===== src/rtl/fpu_types_pkg.sv =====
// Shared Zhinx FPU encoding definitions: opcodes, funct5 values, request layout
// and the legality rule used by both the decode and encode stages.
package fpu_types_pkg;

  localparam logic [6:0] OPCODE_OPFP   = 7'b1010011;
  localparam logic [6:0] OPCODE_FMADD  = 7'b1000011;
  localparam logic [6:0] OPCODE_FMSUB  = 7'b1000111;
  localparam logic [6:0] OPCODE_FNMADD = 7'b1001111;
  localparam logic [6:0] OPCODE_FNMSUB = 7'b1001011;

  localparam logic [1:0] FMT_H = 2'b10;

  typedef enum logic [2:0] {
    SEL_OPFP   = 3'd0,
    SEL_FMADD  = 3'd1,
    SEL_FMSUB  = 3'd2,
    SEL_FNMADD = 3'd3,
    SEL_FNMSUB = 3'd4
  } select_e;

  typedef enum logic [4:0] {
    F5_FADD     = 5'b00000,
    F5_FSUB     = 5'b00001,
    F5_FMUL     = 5'b00010,
    F5_FDIV     = 5'b00011,
    F5_FSGNJ    = 5'b00100,
    F5_FMINMAX  = 5'b00101,
    F5_FSQRT    = 5'b01011,
    F5_FCMP     = 5'b10100,
    F5_FCVT_W_H = 5'b11000,
    F5_FCVT_H_W = 5'b11010,
    F5_FCLASS   = 5'b11100
  } funct5_e;

  typedef struct packed {
    logic [2:0] select;
    logic [4:0] funct5;
    logic [4:0] rd;
    logic [4:0] rs1;
    logic [4:0] rs2;
    logic [4:0] rs3;
    logic [2:0] rm;
  } rv32zhinx_req_t;

  // rm doubles as funct3 for sign-inject, compare, min/max and classify.
  function automatic logic is_legal(input logic [2:0] select,
                                    input logic [4:0] funct5,
                                    input logic [2:0] rm);
    logic ok;
    ok = (select <= 3'd4) && (rm != 3'b101) && (rm != 3'b110);
    if (select == SEL_OPFP) begin
      case (funct5)
        F5_FADD, F5_FSUB, F5_FMUL, F5_FDIV,
        F5_FSQRT, F5_FCVT_W_H, F5_FCVT_H_W: ;
        F5_FSGNJ, F5_FCMP: if (rm > 3'b010) ok = 1'b0;
        F5_FMINMAX:        if (rm > 3'b001) ok = 1'b0;
        F5_FCLASS:         if (rm != 3'b001) ok = 1'b0;
        default:           ok = 1'b0;
      endcase
    end
    return ok;
  endfunction

endpackage


===== src/rtl/rv32zhinx_insn_fifo.sv =====
// First-word fall-through FIFO for encoded instruction words. While empty the
// output holds the most recently popped word (zero after reset).
module rv32zhinx_insn_fifo #(
  parameter int DEPTH = 4,
  parameter int WIDTH = 32
) (
  input  logic             clk,
  input  logic             rst,
  input  logic             push,
  input  logic             pop,
  input  logic [WIDTH-1:0] wdata,
  output logic [WIDTH-1:0] rdata,
  output logic             full,
  output logic             empty
);

  localparam int AW = $clog2(DEPTH);

  logic [WIDTH-1:0] mem [DEPTH];
  logic [WIDTH-1:0] hold_q;
  logic [AW-1:0]    wr_ptr;
  logic [AW-1:0]    rd_ptr;
  logic [AW:0]      count;
  logic             do_push;
  logic             do_pop;

  assign full    = (count == (AW+1)'(DEPTH));
  assign empty   = (count == '0);
  assign do_push = push && !full;
  assign do_pop  = pop && !empty;
  assign rdata   = empty ? hold_q : mem[rd_ptr];

  // NOTE: storage has no reset; an entry is only visible once written, and
  // hold_q covers the empty case so the output is never X.
  always_ff @(posedge clk) begin
    if (do_push) mem[wr_ptr] <= wdata;
  end

  always_ff @(posedge clk) begin
    if (rst) begin
      wr_ptr <= '0;
      rd_ptr <= '0;
      count  <= '0;
      hold_q <= '0;
    end else begin
      if (do_push) wr_ptr <= wr_ptr + AW'(1);
      if (do_pop) begin
        rd_ptr <= rd_ptr + AW'(1);
        hold_q <= mem[rd_ptr];
      end
      case ({do_push, do_pop})
        2'b10:   count <= count + (AW+1)'(1);
        2'b01:   count <= count - (AW+1)'(1);
        default: count <= count;
      endcase
    end
  end

endmodule


===== src/rtl/rv32zhinx_encode.sv =====
// Zhinx instruction encoder: checks decoded FPU requests, assembles the RV32
// word and queues it for the core; rejected requests pulse err.
module rv32zhinx_encode
  import fpu_types_pkg::*;
#(
  parameter int DEPTH = 4,
  parameter int CNT_W = 16
) (
  input  logic             CLK,
  input  logic             RST,
  input  logic             req_valid,
  output logic             req_ready,
  input  logic [2:0]       req_select,
  input  logic [4:0]       req_funct5,
  input  logic [4:0]       req_rd,
  input  logic [4:0]       req_rs1,
  input  logic [4:0]       req_rs2,
  input  logic [4:0]       req_rs3,
  input  logic [2:0]       req_rm,
  output logic             insn_valid,
  input  logic             insn_ready,
  output logic [31:0]      insn,
  output logic             err,
  output logic [CNT_W-1:0] enc_count,
  output logic [CNT_W-1:0] rej_count
);

  rv32zhinx_req_t req;
  logic           legal;
  logic           accept;
  logic           push;
  logic           fifo_full;
  logic           fifo_empty;
  logic [6:0]     opcode;
  logic [4:0]     hi5;
  logic [4:0]     rs2_eff;
  logic [31:0]    word;

  assign req = '{select: req_select, funct5: req_funct5, rd: req_rd,
                 rs1: req_rs1, rs2: req_rs2, rs3: req_rs3, rm: req_rm};

  assign legal      = is_legal(req.select, req.funct5, req.rm);
  assign req_ready  = !fifo_full;
  assign accept     = req_valid && req_ready;
  assign push       = accept && legal;
  assign insn_valid = !fifo_empty;

  // NOTE: every always_comb output gets a default first so no path infers a latch.
  always_comb begin
    opcode  = OPCODE_OPFP;
    hi5     = req.rs3;
    rs2_eff = req.rs2;
    case (req.select)
      SEL_FMADD:  opcode = OPCODE_FMADD;
      SEL_FMSUB:  opcode = OPCODE_FMSUB;
      SEL_FNMADD: opcode = OPCODE_FNMADD;
      SEL_FNMSUB: opcode = OPCODE_FNMSUB;
      default:    opcode = OPCODE_OPFP;
    endcase
    if (req.select == SEL_OPFP) begin
      hi5 = req.funct5;
      // Unary ops carry no second source; rs2 field must read zero.
      if (req.funct5 == F5_FSQRT || req.funct5 == F5_FCLASS) rs2_eff = '0;
    end
    word = {hi5, FMT_H, rs2_eff, req.rs1, req.rm, req.rd, opcode};
  end

  rv32zhinx_insn_fifo #(
    .DEPTH (DEPTH),
    .WIDTH (32)
  ) u_fifo (
    .clk   (CLK),
    .rst   (RST),
    .push  (push),
    .pop   (insn_ready),
    .wdata (word),
    .rdata (insn),
    .full  (fifo_full),
    .empty (fifo_empty)
  );

  // NOTE: state registers use non-blocking assignments so every reader sees
  // the pre-edge value regardless of block ordering.
  always_ff @(posedge CLK) begin
    if (RST) begin
      err       <= 1'b0;
      enc_count <= '0;
      rej_count <= '0;
    end else begin
      err <= accept && !legal;
      if (push && enc_count != '1) enc_count <= enc_count + CNT_W'(1);
      if (accept && !legal && rej_count != '1) rej_count <= rej_count + CNT_W'(1);
    end
  end

endmodule


===== config.mk =====
export PLATFORM = sky130hd
export DESIGN_NAME = rv32zhinx_encode
export DESIGN_NICKNAME = d
export VERILOG_FILES = /design/src/rtl/fpu_types_pkg.sv /design/src/rtl/rv32zhinx_insn_fifo.sv /design/src/rtl/rv32zhinx_encode.sv
export SDC_FILE = /design/constraint.sdc
export NUM_CORES = 1
export LEC_CHECK = 0
export ABC_AREA = 1
export CAP_MARGIN = 20
export CELL_PAD_IN_SITES_DETAIL_PLACEMENT = 1
export CELL_PAD_IN_SITES_GLOBAL_PLACEMENT = 1
export CORE_ASPECT_RATIO = 1.5
export CORE_UTILIZATION = 40
export DETAILED_ROUTE_END_ITERATION = 8
export GPL_ROUTABILITY_DRIVEN = 0
export PLACE_DENSITY = 0.85
export REMOVE_ABC_BUFFERS = 1
export SYNTH_ARGS = -nofsm -noshare
export SYNTH_HDL_FRONTEND = slang
export SYNTH_SLANG_ARGS = --single-unit
export TNS_END_PERCENT = 30

===== constraint.sdc =====
create_clock -name CLK -period 3.64 [get_ports CLK]
set_input_delay 0.728 -clock CLK [delete_from_list [all_inputs] [get_ports CLK]]
set_output_delay 0.728 -clock CLK [all_outputs]
set_load 0.01 [all_outputs]

==> out/results.ini <==
[power_and_ir_drop]
p_switching_mw=1.91
clkPwrFrac_pct=30.0
power.leakage_nw=3.39
seqPwrFrac_pct=39.1
pwr-share-comb_pct=31.0
p_int_mw=4.07
p_per_area_nw_per_um2=619
ir_drop_uv=351
swShare_pct=31.9

[worst_setup_path]
critPathBufInv=4
crit_arrival_ps=2790
reg2reg_from=enc_count[0]
r2r_cells=9
crit_chain=inv_1 > buf_4 > o21ai_0 > o22ai_1 > inv_1 > o21ai_0 > clkdlybuf4s50_1
crit_slowest_cell=clkdlybuf4s50_1
crit_family=buffers and inverters
critPathMaxFanout=20
critPathCaptureType=primary output
crit_cells=7
critPathMaxStageDelay_ps=570
startpoint_type=register
critical_path_class=reg -> out
r2r_end=enc_count[2]
reg2reg_slack_ps=1460
critPathCapture=insn[22]
required_ps=2910

[layout]
diodes=0
nFillCells=2169
regArea_sq_um=4510
nets=958
syn2layout_area_growth_pct=23.3
drive_above_1_share_pct=9.70
utilization_pct=50.4
finalNonFillerCells=1184
multi_input_area_sq_um=2810

[timing]
tightest_slew_ps=560
period_share_pct=96.6
worst_hold_slack_ps=483
rsz0062_at_grt=no
hold_viol_final=0
setup_tns_ps=0
layout_min_cycle_time_ps=3520
slew_headroom_pct=62.6
report.final.slew_viol_count=0
clock_skew_ps=8.89
timing.fmax_mhz=284
finalSetupViolCount=0
fin_ws_ps=123

[floorplanning]
dieHeight_microns=173
initial_core_util_pct=40.8
die_w_microns=116
num_rows=62
dieArea_sq_um=20100
ios=102
core_area_sq_um=19200

[global_route]
grt_pass1_wl_microns=32700
grt_pass1_vias=6614
grt_max_degree=57
grt_overflow=0
gr-usage-all-layers_pct=21.4
grt_antenna_before_repair=0

[clock_network]
clkLatencyLatePin_ps=430
htree_levels=4
numCtsBuffers=17
cts-root-buf=clkbuf_16
cts_num_sinks=173
cts_tree=done
cts.path.max_buffers=2
post-cts-setup-buffers=0
clk_pin_slew_ps=60
hold_buffers=0
cts_resized=0

[synth]
netlist_instances=826
yosys_warnings=0
async_flop_share_pct=0
ys.flop_type=edfxtp_1
synth_area_leaders=edfxtp_1, dfxtp_1, o21ai_0
yosysMostFrequentCell=edfxtp_1
syn_area_per_cell_sq_um=9.47
netlist.area_leader.share_pct=39.9
synth_top_area_cell=edfxtp_1
ys_seq_area_share_pct=57.6
synth_edf_count=104
syn-cell-area_sq_um=7820
synth_cell_types=38
ys_seq_elements=173
synthTopCellsByCount=edfxtp_1, nor2_1, o21ai_0

[routing]
first_pass_iters=4
via_per_inst=5.24
wl_per_cell_microns=17.5
wl_microns=20700
ant_nets=0
drt_iter0_drc=260
vias=6201
route.detailed.drc=0

[place]
post-place-ws_ps=323
io_buffers=99
dp_hpwl_microns=14000
dp.cells=1152

[outcome]
outcome=complete, no violations

[worst_hold_path]
min_path_type=reg -> reg

[run]
max_cap_viol_count=0

[sequential cells by signal (all words and copies together), names as in the netlist, named ones only]
| register | cells |
|---|---|
| u_fifo.hold_q | 27 |
| u_fifo.count | 3 |
| err | 1 |
| enc_count | 16 |
| u_fifo.mem | 104 |
| rej_count | 16 |
| u_fifo.wr_ptr | 2 |
| u_fifo.rd_ptr | 2 |
[worst reg2reg max path, cell delays in order, from the launching register on]
cell and delay [ps]:
dfxtp_1 450, ha_1 250, nand2_2 90, nor3_4 310
nand2_2 110, nor2_2 110, nand2_2 210, nand4_4 350
nand2_1 90, a21oi_1 150
[power by group through the flow]
stage,clock network [mW],logic [mW],registers [mW]
6_report,1.79,1.85,2.33
5_1_grt,1.89,2.04,2.35
4_1_cts,1.83,1.88,2.33
3_5_place_dp,0,1.87,2.37
3_3_place_gp,0,1.79,2.36
2_1_floorplan,0,0.903,2.38
[worst min path at each step]
stage / start / endpoint / slack, ps / cells past startpoint
2_1_floorplan: u_fifo.hold_q[26] / u_fifo.hold_q[26] / 430 / 2
3_3_place_gp: u_fifo.rd_ptr[1] / register / 450 / 2
3_5_place_dp: u_fifo.rd_ptr[0] / register / 470 / 1
4_1_cts: u_fifo.hold_q[26] / u_fifo.hold_q[26] / 480 / 2
5_1_grt: u_fifo.hold_q[26] / u_fifo.hold_q[26] / 500 / 2
6_report: u_fifo.hold_q[26] / u_fifo.hold_q[26] / 480 / 2
[per-layer routing]
metal / routed length, microns / track usage [%]
met4: 495 / 8.87
met3: 542 / 3.29
met2: 11800 / 41.8
met1: 7860 / 21.7
met5: 0 / 0
[layout by cell type (no fill, tap or decap), types with 3 or more instances in the layout]
master           instances
o21ai_0                 94
o21ai_1                 20
inv_1                   76
nor2_2                   6
buf_4                   18
nand4_1                 32
clkinvlp_4               4
xor2_1                  19
clkbuf_16               17
nor2_1                  93
edfxtp_1               104
nand2_1                 93
ha_1                     7
nor3_2                   4
a21oi_2                  9
dfxtp_1                 68
nand3_1                 19
nor3_1                   9
nand2_2                 13
clkdlybuf4s50_1         99
clkinv_4                 3
clkinv_1                 3
xnor2_1                  8
a21oi_1                 61
o22ai_1                 26
[stage by stage]
| step | power [mW] | cell area (sq um) |
|---|---|---|
| 2_1_floorplan | 3.28 | 7600 |
| 3_3_place_gp | 4.15 | 9070 |
| 3_5_place_dp | 4.24 | 9070 |
| 4_1_cts | 6.04 | 9650 |
| 5_1_grt | 6.28 | 9650 |
| 6_report | 5.97 | 9650 |
[logic make-up (layout without fill, tap and decap cells)]
kind of cell               after synthesis  in the layout  share of synthesized area (%)
buffers and inverters                  128            229                           6.73
muxes                                    1              1                          0.144
xor gates and xnor gates                27             27                           3.02
other                                    1              2                         0.0479
adders and majority gates                8              8                           1.38
and+or+nand+nor                        275            275                           16.4
AOI/OAI and AO/OA                      213            213                           14.7
DFF                                    173            173                           57.6
[final cells by class]
cell class / instances / area share [%]
well taps: 256 / 3.32
flip-flops and latches: 173 / 46.7
inverters: 80 / 3.11
repair buffers: 117 / 11.7
clock inverters: 12 / 1.43
multi-input cells: 526 / 29.2
clock buffers: 20 / 4.63
No activity file was read; power rests on OpenSTA's default activity.
